**src/rtl/sid_regbus_pkg.sv**
```systemverilog
`default_nettype none
// ============================================================================
//  Module      : sid_regbus_pkg
//  Description : Shared types and constants for the SID register bus stage.
//  Revision    : 1.0 - initial release
// ============================================================================
package sid_regbus_pkg;

    typedef logic [7:0] reg8_t;

    typedef struct packed {
        logic [4:0] addr;
        logic [7:0] data;
        logic       we;
        logic       oe;
        logic       res;
    } bus_i_t;

    typedef struct packed {
        logic cs_n;
    } cs_t;

    localparam int c_NUM_REGS = 25;

    typedef reg8_t regs_t [0:c_NUM_REGS-1];

    localparam logic [4:0] REG_LAST_WO = 5'h18;
    localparam logic [4:0] REG_POTX    = 5'h19;
    localparam logic [4:0] REG_POTY    = 5'h1A;
    localparam logic [4:0] REG_OSC3    = 5'h1B;
    localparam logic [4:0] REG_ENV3    = 5'h1C;

    localparam int c_DECAY_6581_DEFAULT = 8192;
    localparam int c_DECAY_8580_DEFAULT = 655360;
    localparam int c_CNT_W_DEFAULT      = 20;

    // Read-only registers whose readback also refreshes the bus latch
    function automatic logic is_readback(input logic [4:0] addr);
        return (addr >= REG_POTX) && (addr <= REG_ENV3);
    endfunction

endpackage
`default_nettype wire

```
**src/rtl/sid_bus_decay.sv**
```systemverilog
`default_nettype none
// ============================================================================
//  Module      : sid_bus_decay
//  Description : SID data bus latch with model-dependent decay to zero.
//  Revision    : 1.0 - initial release
// ============================================================================
module sid_bus_decay #(
    parameter int DECAY_6581 = 8192,
    parameter int DECAY_8580 = 655360,
    parameter int CNT_W      = 20
) (
    input  logic       clk,
    input  logic       rst,
    input  logic       model,
    input  logic       load,
    input  logic [7:0] load_data,
    input  logic       tick,
    output logic [7:0] latch
);

    localparam logic [CNT_W-1:0] c_RELOAD_6581 = CNT_W'(DECAY_6581);
    localparam logic [CNT_W-1:0] c_RELOAD_8580 = CNT_W'(DECAY_8580);
    localparam logic [CNT_W-1:0] c_ONE         = CNT_W'(1);

    logic [CNT_W-1:0] r_cnt;
    logic [7:0]       r_latch;

    // A reload takes priority over a coincident tick, so no decrement that cycle
    always_ff @(posedge clk) begin
        if (rst) begin
            r_cnt   <= '0;
            r_latch <= '0;
        end else if (load) begin
            r_latch <= load_data;
            r_cnt   <= model ? c_RELOAD_8580 : c_RELOAD_6581;
        end else if (tick) begin
            if (r_cnt > c_ONE) begin
                r_cnt <= r_cnt - c_ONE;
            end else if (r_cnt == c_ONE) begin
                r_cnt   <= '0;
                r_latch <= '0;
            end
        end
    end

    assign latch = r_latch;

endmodule
`default_nettype wire

```
**src/rtl/sid_regbus.sv**
```systemverilog
`default_nettype none
// ============================================================================
//  Module      : sid_regbus
//  Description : SID register file, write strobe, readback mux and bus latch.
//  Revision    : 1.0 - initial release
// ============================================================================
module sid_regbus
    import sid_regbus_pkg::*;
#(
    parameter int DECAY_6581 = c_DECAY_6581_DEFAULT,
    parameter int DECAY_8580 = c_DECAY_8580_DEFAULT,
    parameter int CNT_W      = c_CNT_W_DEFAULT
) (
    input  logic       clk,
    input  logic       rst,
    input  logic       phi2,
    input  bus_i_t     bus_i,
    input  cs_t        cs,
    input  logic       model,
    input  logic [7:0] potx,
    input  logic [7:0] poty,
    input  logic [7:0] osc3,
    input  logic [7:0] env3,
    output logic [7:0] data_o,
    output regs_t      regs,
    output logic       wr_stb,
    output logic [4:0] wr_addr
);

    logic       r_we_prev;
    logic       r_oe_prev;
    logic       r_phi2_prev;
    regs_t      r_regs;
    logic [7:0] r_data_o;
    logic       r_wr_stb;
    logic [4:0] r_wr_addr;

    logic       w_rst;
    logic       w_sel;
    logic       w_wr;
    logic       w_rd_reload;
    logic       w_tick;
    logic [7:0] w_latch;
    logic [7:0] w_rd_val;
    logic [7:0] w_load_data;

    assign w_rst       = rst | bus_i.res;
    assign w_sel       = ~cs.cs_n;
    assign w_wr        = bus_i.we & ~r_we_prev & w_sel;
    assign w_rd_reload = bus_i.oe & ~r_oe_prev & w_sel & is_readback(bus_i.addr);
    assign w_tick      = r_phi2_prev & ~phi2;
    assign w_load_data = w_wr ? bus_i.data : w_rd_val;

    always_comb begin
        w_rd_val = w_latch;
        case (bus_i.addr)
            REG_POTX: w_rd_val = potx;
            REG_POTY: w_rd_val = poty;
            REG_OSC3: w_rd_val = osc3;
            REG_ENV3: w_rd_val = env3;
            default:  w_rd_val = w_latch;
        endcase
    end

    // Edge history keeps tracking through reset so a strobe held across reset release is not a new edge
    always_ff @(posedge clk) begin
        r_we_prev   <= bus_i.we;
        r_oe_prev   <= bus_i.oe;
        r_phi2_prev <= phi2;
    end

    always_ff @(posedge clk) begin
        if (w_rst) begin
            for (int i = 0; i < c_NUM_REGS; i++) begin
                r_regs[i] <= '0;
            end
            r_data_o  <= '0;
            r_wr_stb  <= 1'b0;
            r_wr_addr <= '0;
        end else begin
            r_wr_stb <= 1'b0;
            for (int i = 0; i < c_NUM_REGS; i++) begin
                if (w_wr && (bus_i.addr == 5'(i))) begin
                    r_regs[i] <= bus_i.data;
                end
            end
            if (w_wr && (bus_i.addr <= REG_LAST_WO)) begin
                r_wr_stb  <= 1'b1;
                r_wr_addr <= bus_i.addr;
            end
            if (bus_i.oe && w_sel) begin
                r_data_o <= w_rd_val;
            end
        end
    end

    sid_bus_decay #(
        .DECAY_6581 (DECAY_6581),
        .DECAY_8580 (DECAY_8580),
        .CNT_W      (CNT_W)
    ) u_decay (
        .clk       (clk),
        .rst       (w_rst),
        .model     (model),
        .load      (w_wr | w_rd_reload),
        .load_data (w_load_data),
        .tick      (w_tick),
        .latch     (w_latch)
    );

    assign data_o  = r_data_o;
    assign regs    = r_regs;
    assign wr_stb  = r_wr_stb;
    assign wr_addr = r_wr_addr;

endmodule
`default_nettype wire

```
**config.mk**
```make
export PLATFORM = sky130hd
export DESIGN_NAME = sid_regbus
export DESIGN_NICKNAME = d
export VERILOG_FILES = /design/src/rtl/sid_regbus_pkg.sv /design/src/rtl/sid_bus_decay.sv /design/src/rtl/sid_regbus.sv
export SDC_FILE = /design/constraint.sdc
export NUM_CORES = 1
export LEC_CHECK = 0
export ABC_AREA = 1
export BUFFER_PORTS_ARGS = -buffer_cell sky130_fd_sc_hd__buf_4
export CAP_MARGIN = 20
export CORE_AREA = 2 2 139 141
export CTS_CLUSTER_SIZE = 10
export DETAILED_ROUTE_END_ITERATION = 6
export DIE_AREA = 0 0 141 143
export GPL_TIMING_DRIVEN = 0
export PLACE_DENSITY = 0.79
export SYNTH_ARGS = -nofsm -noshare
export SYNTH_HDL_FRONTEND = slang
export SYNTH_SLANG_ARGS = --single-unit
```
**constraint.sdc**
```tcl
create_clock -name clk -period 2.26 [get_ports clk]
set_input_delay 0.452 -clock clk [delete_from_list [all_inputs] [get_ports clk]]
set_output_delay 0.452 -clock clk [all_outputs]
set_load 0.05 [all_outputs]
```
==> flow_summary.toml <==
[synth]
syn_nets = 1224
synth.top_cell.area_share_pct = 51.6
ys.flop_type = "dfxtp_1"
ys_ff_latch = 245
synthesis.instances = 1169
synth_edf_count = 0
ys.warnings.count = 0
syn_area_um2 = 9510
synth.distinct_cells = 32
synthTopCellsByArea = "dfxtp_1 52%, a21oi_1 9.9%, o21ai_0 9.1%"
synth_largest_area_cell = "dfxtp_1"
synth_area_per_cell_um2 = 8.13
yosysSeqAreaShare_pct = 51.6
synthArstFlopShare_pct = 0

[sta]
tightest_slew_ps = 771
fmax_mhz = 492
period_share_pct = 90.0
finalHoldViolCount = 0
maxSlewHeadroom_pct = 48.6
setup-violations-final = 0
worst_slack_ps = 226
rsz0062_at_grt = "false"
maxSlewViolCount = 0
fin_worst_skew_ps = 8.99
fin_crit_ps = 2030

[placement]
io_buffer_count = 266
pre_cts_slack_ps = -53.7
dp_hpwl_mm = 22.9
place_congestion = 0.889
place_inst = 1669

[die]
die_w_um = 141
die_y_um = 143
rows = 50
core_area_um2 = 18600
start_util_pct = 51.2
ios = 267
die_area_um2 = 20200

[drt]
antenna_left = 0
remaining_drc_errors = 0
routed_via_density = 5.62
vias = 9559
firstDrtPassIters = 5
wl_per_cell_um = 18.9
drt_iter0_markers = 702
routed_wl_mm = 32.2

[power]
cellPowerDensity_nw_per_um2 = 705
ir_drop_v = 0.000586
p_leak_nw = 5.55

[setup_path]
crit_fanout = 10
end_kind = "flop"
worstPathRequired_ps = 2710
worstSetupPathType = "flop to flop"
critPathArrivalTime_ps = 2480
start_kind = "flop"

[flow_run]
max-cap-violations = 0

[clocking]
clk_latency_ps = 530
path_clk_slew_ps = 60
postCtsSetupBuffers = 0
h-tree-depth = 1
cts.sinks = 245
holdBufCountCts = 0
root_buffer = "clkbuf_16"
cts_tree = "done"
clockBufferDepth = 3
cts_made_buffers = 28
cts_resized = 0

[final_layout]
final_nets = 1520
area_delta_synth_final_pct = 32.0
fin_cells = 1701
drive_above_1_share_pct = 26.4
utilization_pct = 67.6
diodes = 0

[global_route]
track_usage_pct = 30.8
grt_pass1_vias = 9125
globalRouteOverflowTotal = 0
grt_pass1_wl_mm = 49.2
grt_antenna_before_repair = 0
grt_max_degree = 14

[outcome]
status = "finished clean"

[min_path]
hp-class = "input port to flop"
[registers in the layout, indices dropped and copies added, names as in the netlist]
name and count:
data_o 8, r_oe_prev 1, r_phi2_prev 1, r_we_prev 1, regs 200, u_decay.latch 8, u_decay.r_cnt 20, wr_addr 5
wr_stb 1
[metal layers]
layer	share of wire, %	vias up	track usage, %
met2	49	438	53.0
met3	10	69	9.12
li1	-	4528	-
met5	0	-	0
met1	38	4524	36.9
met4	2.9	0	10.4
[cell usage after synthesis, types with 4 or more instances]
library cell	count
inv_2	15
a211oi_1	41
xor2_1	12
nor2_2	6
buf_4	6
inv_1	56
or2_2	4
clkinv_1	8
o21ai_0	173
a21oi_1	188
clkbuf_1	44
nand4_1	7
o21a_1	7
nor2_1	140
dfxtp_1	245
buf_2	23
nand2_1	87
nor2_4	14
nand3_2	11
nand3_1	53
o21ai_1	7
nand2_2	7
[power by group]
group / switching [mW] / leakage (nW) / internal, mW
clock: 1.62 / 0.373 / 2.31
sequential: 0.0117 / 1.97 / 4.34
combinational: 0.397 / 3.20 / 0.168
[cell usage in the layout, fill, tap and decap left out, types with 8 or more instances in the layout]
cell type	instances
nor2_4	14
a211oi_1	41
inv_2	15
nand3_1	53
clkbuf_1	45
nor2_1	140
nand3_2	11
nand2_1	87
xor2_1	12
o21ai_0	173
buf_4	272
inv_1	56
clkbuf_16	29
clkinv_1	8
a21oi_1	188
buf_2	23
dfxtp_1	245
[kinds of logic after synthesis]
kind of cell	after synthesis	synth area share (%)
xor gates and xnor gates	14	1.29
buffers and inverters	155	6.82
DFF	245	51.6
adders and majority gates	2	0.263
and+or+nand+nor	336	16.7
AOI/OAI and AO/OA	417	23.3
[cell type report]
| type | count | area (um2) |
|---|---|---|
| multi-input cells | 769 | 3950 |
| repair buffers | 266 | 2000 |
| plain buffers | 76 | 352 |
| fillers | 1545 | 6030 |
| flip-flops and latches | 245 | 4900 |
| inverters | 79 | 297 |
| well taps | 234 | 293 |
| clock buffers | 32 | 757 |
[critical path: stages, from the launching register on]
cell	delay, ps
dfxtp_1	390
inv_1	60
ha_1	230
nand2_2	150
nor2_4	80
nand3_2	100
nor2_1	50
nor2_1	540
nand3_1	160
a21oi_1	180
[metrics by stage]
| stage | hold slack, ps | total power, mW | area, um2 | setup TNS (ps) |
|---|---|---|---|---|
| final | 31.1 | 8.85 | 12600 | 0 |
| after global routing | 22.3 | 9.08 | 12600 | 0 |
| after CTS | 25.2 | 8.85 | 12600 | 0 |
| after detailed placement | 486 | 5.00 | 11800 | -207 |
| after global placement | 473 | 4.99 | 11800 | 0 |
| after floorplan | 462 | 4.77 | 9510 | 0 |
[worst paths after layout]
kind                                       start                to  slack [ps]  cells after the start
worst min-delay path                        phi2       r_phi2_prev          30                      1
worst min register to register         regs[185]         regs[185]         490                      2
worst max register to register  u_decay.r_cnt[0]  u_decay.r_cnt[4]         230                      9
worst max-delay path            u_decay.r_cnt[0]  u_decay.r_cnt[4]         230                      9
Note: power is estimated with default switching activity, not from simulation.
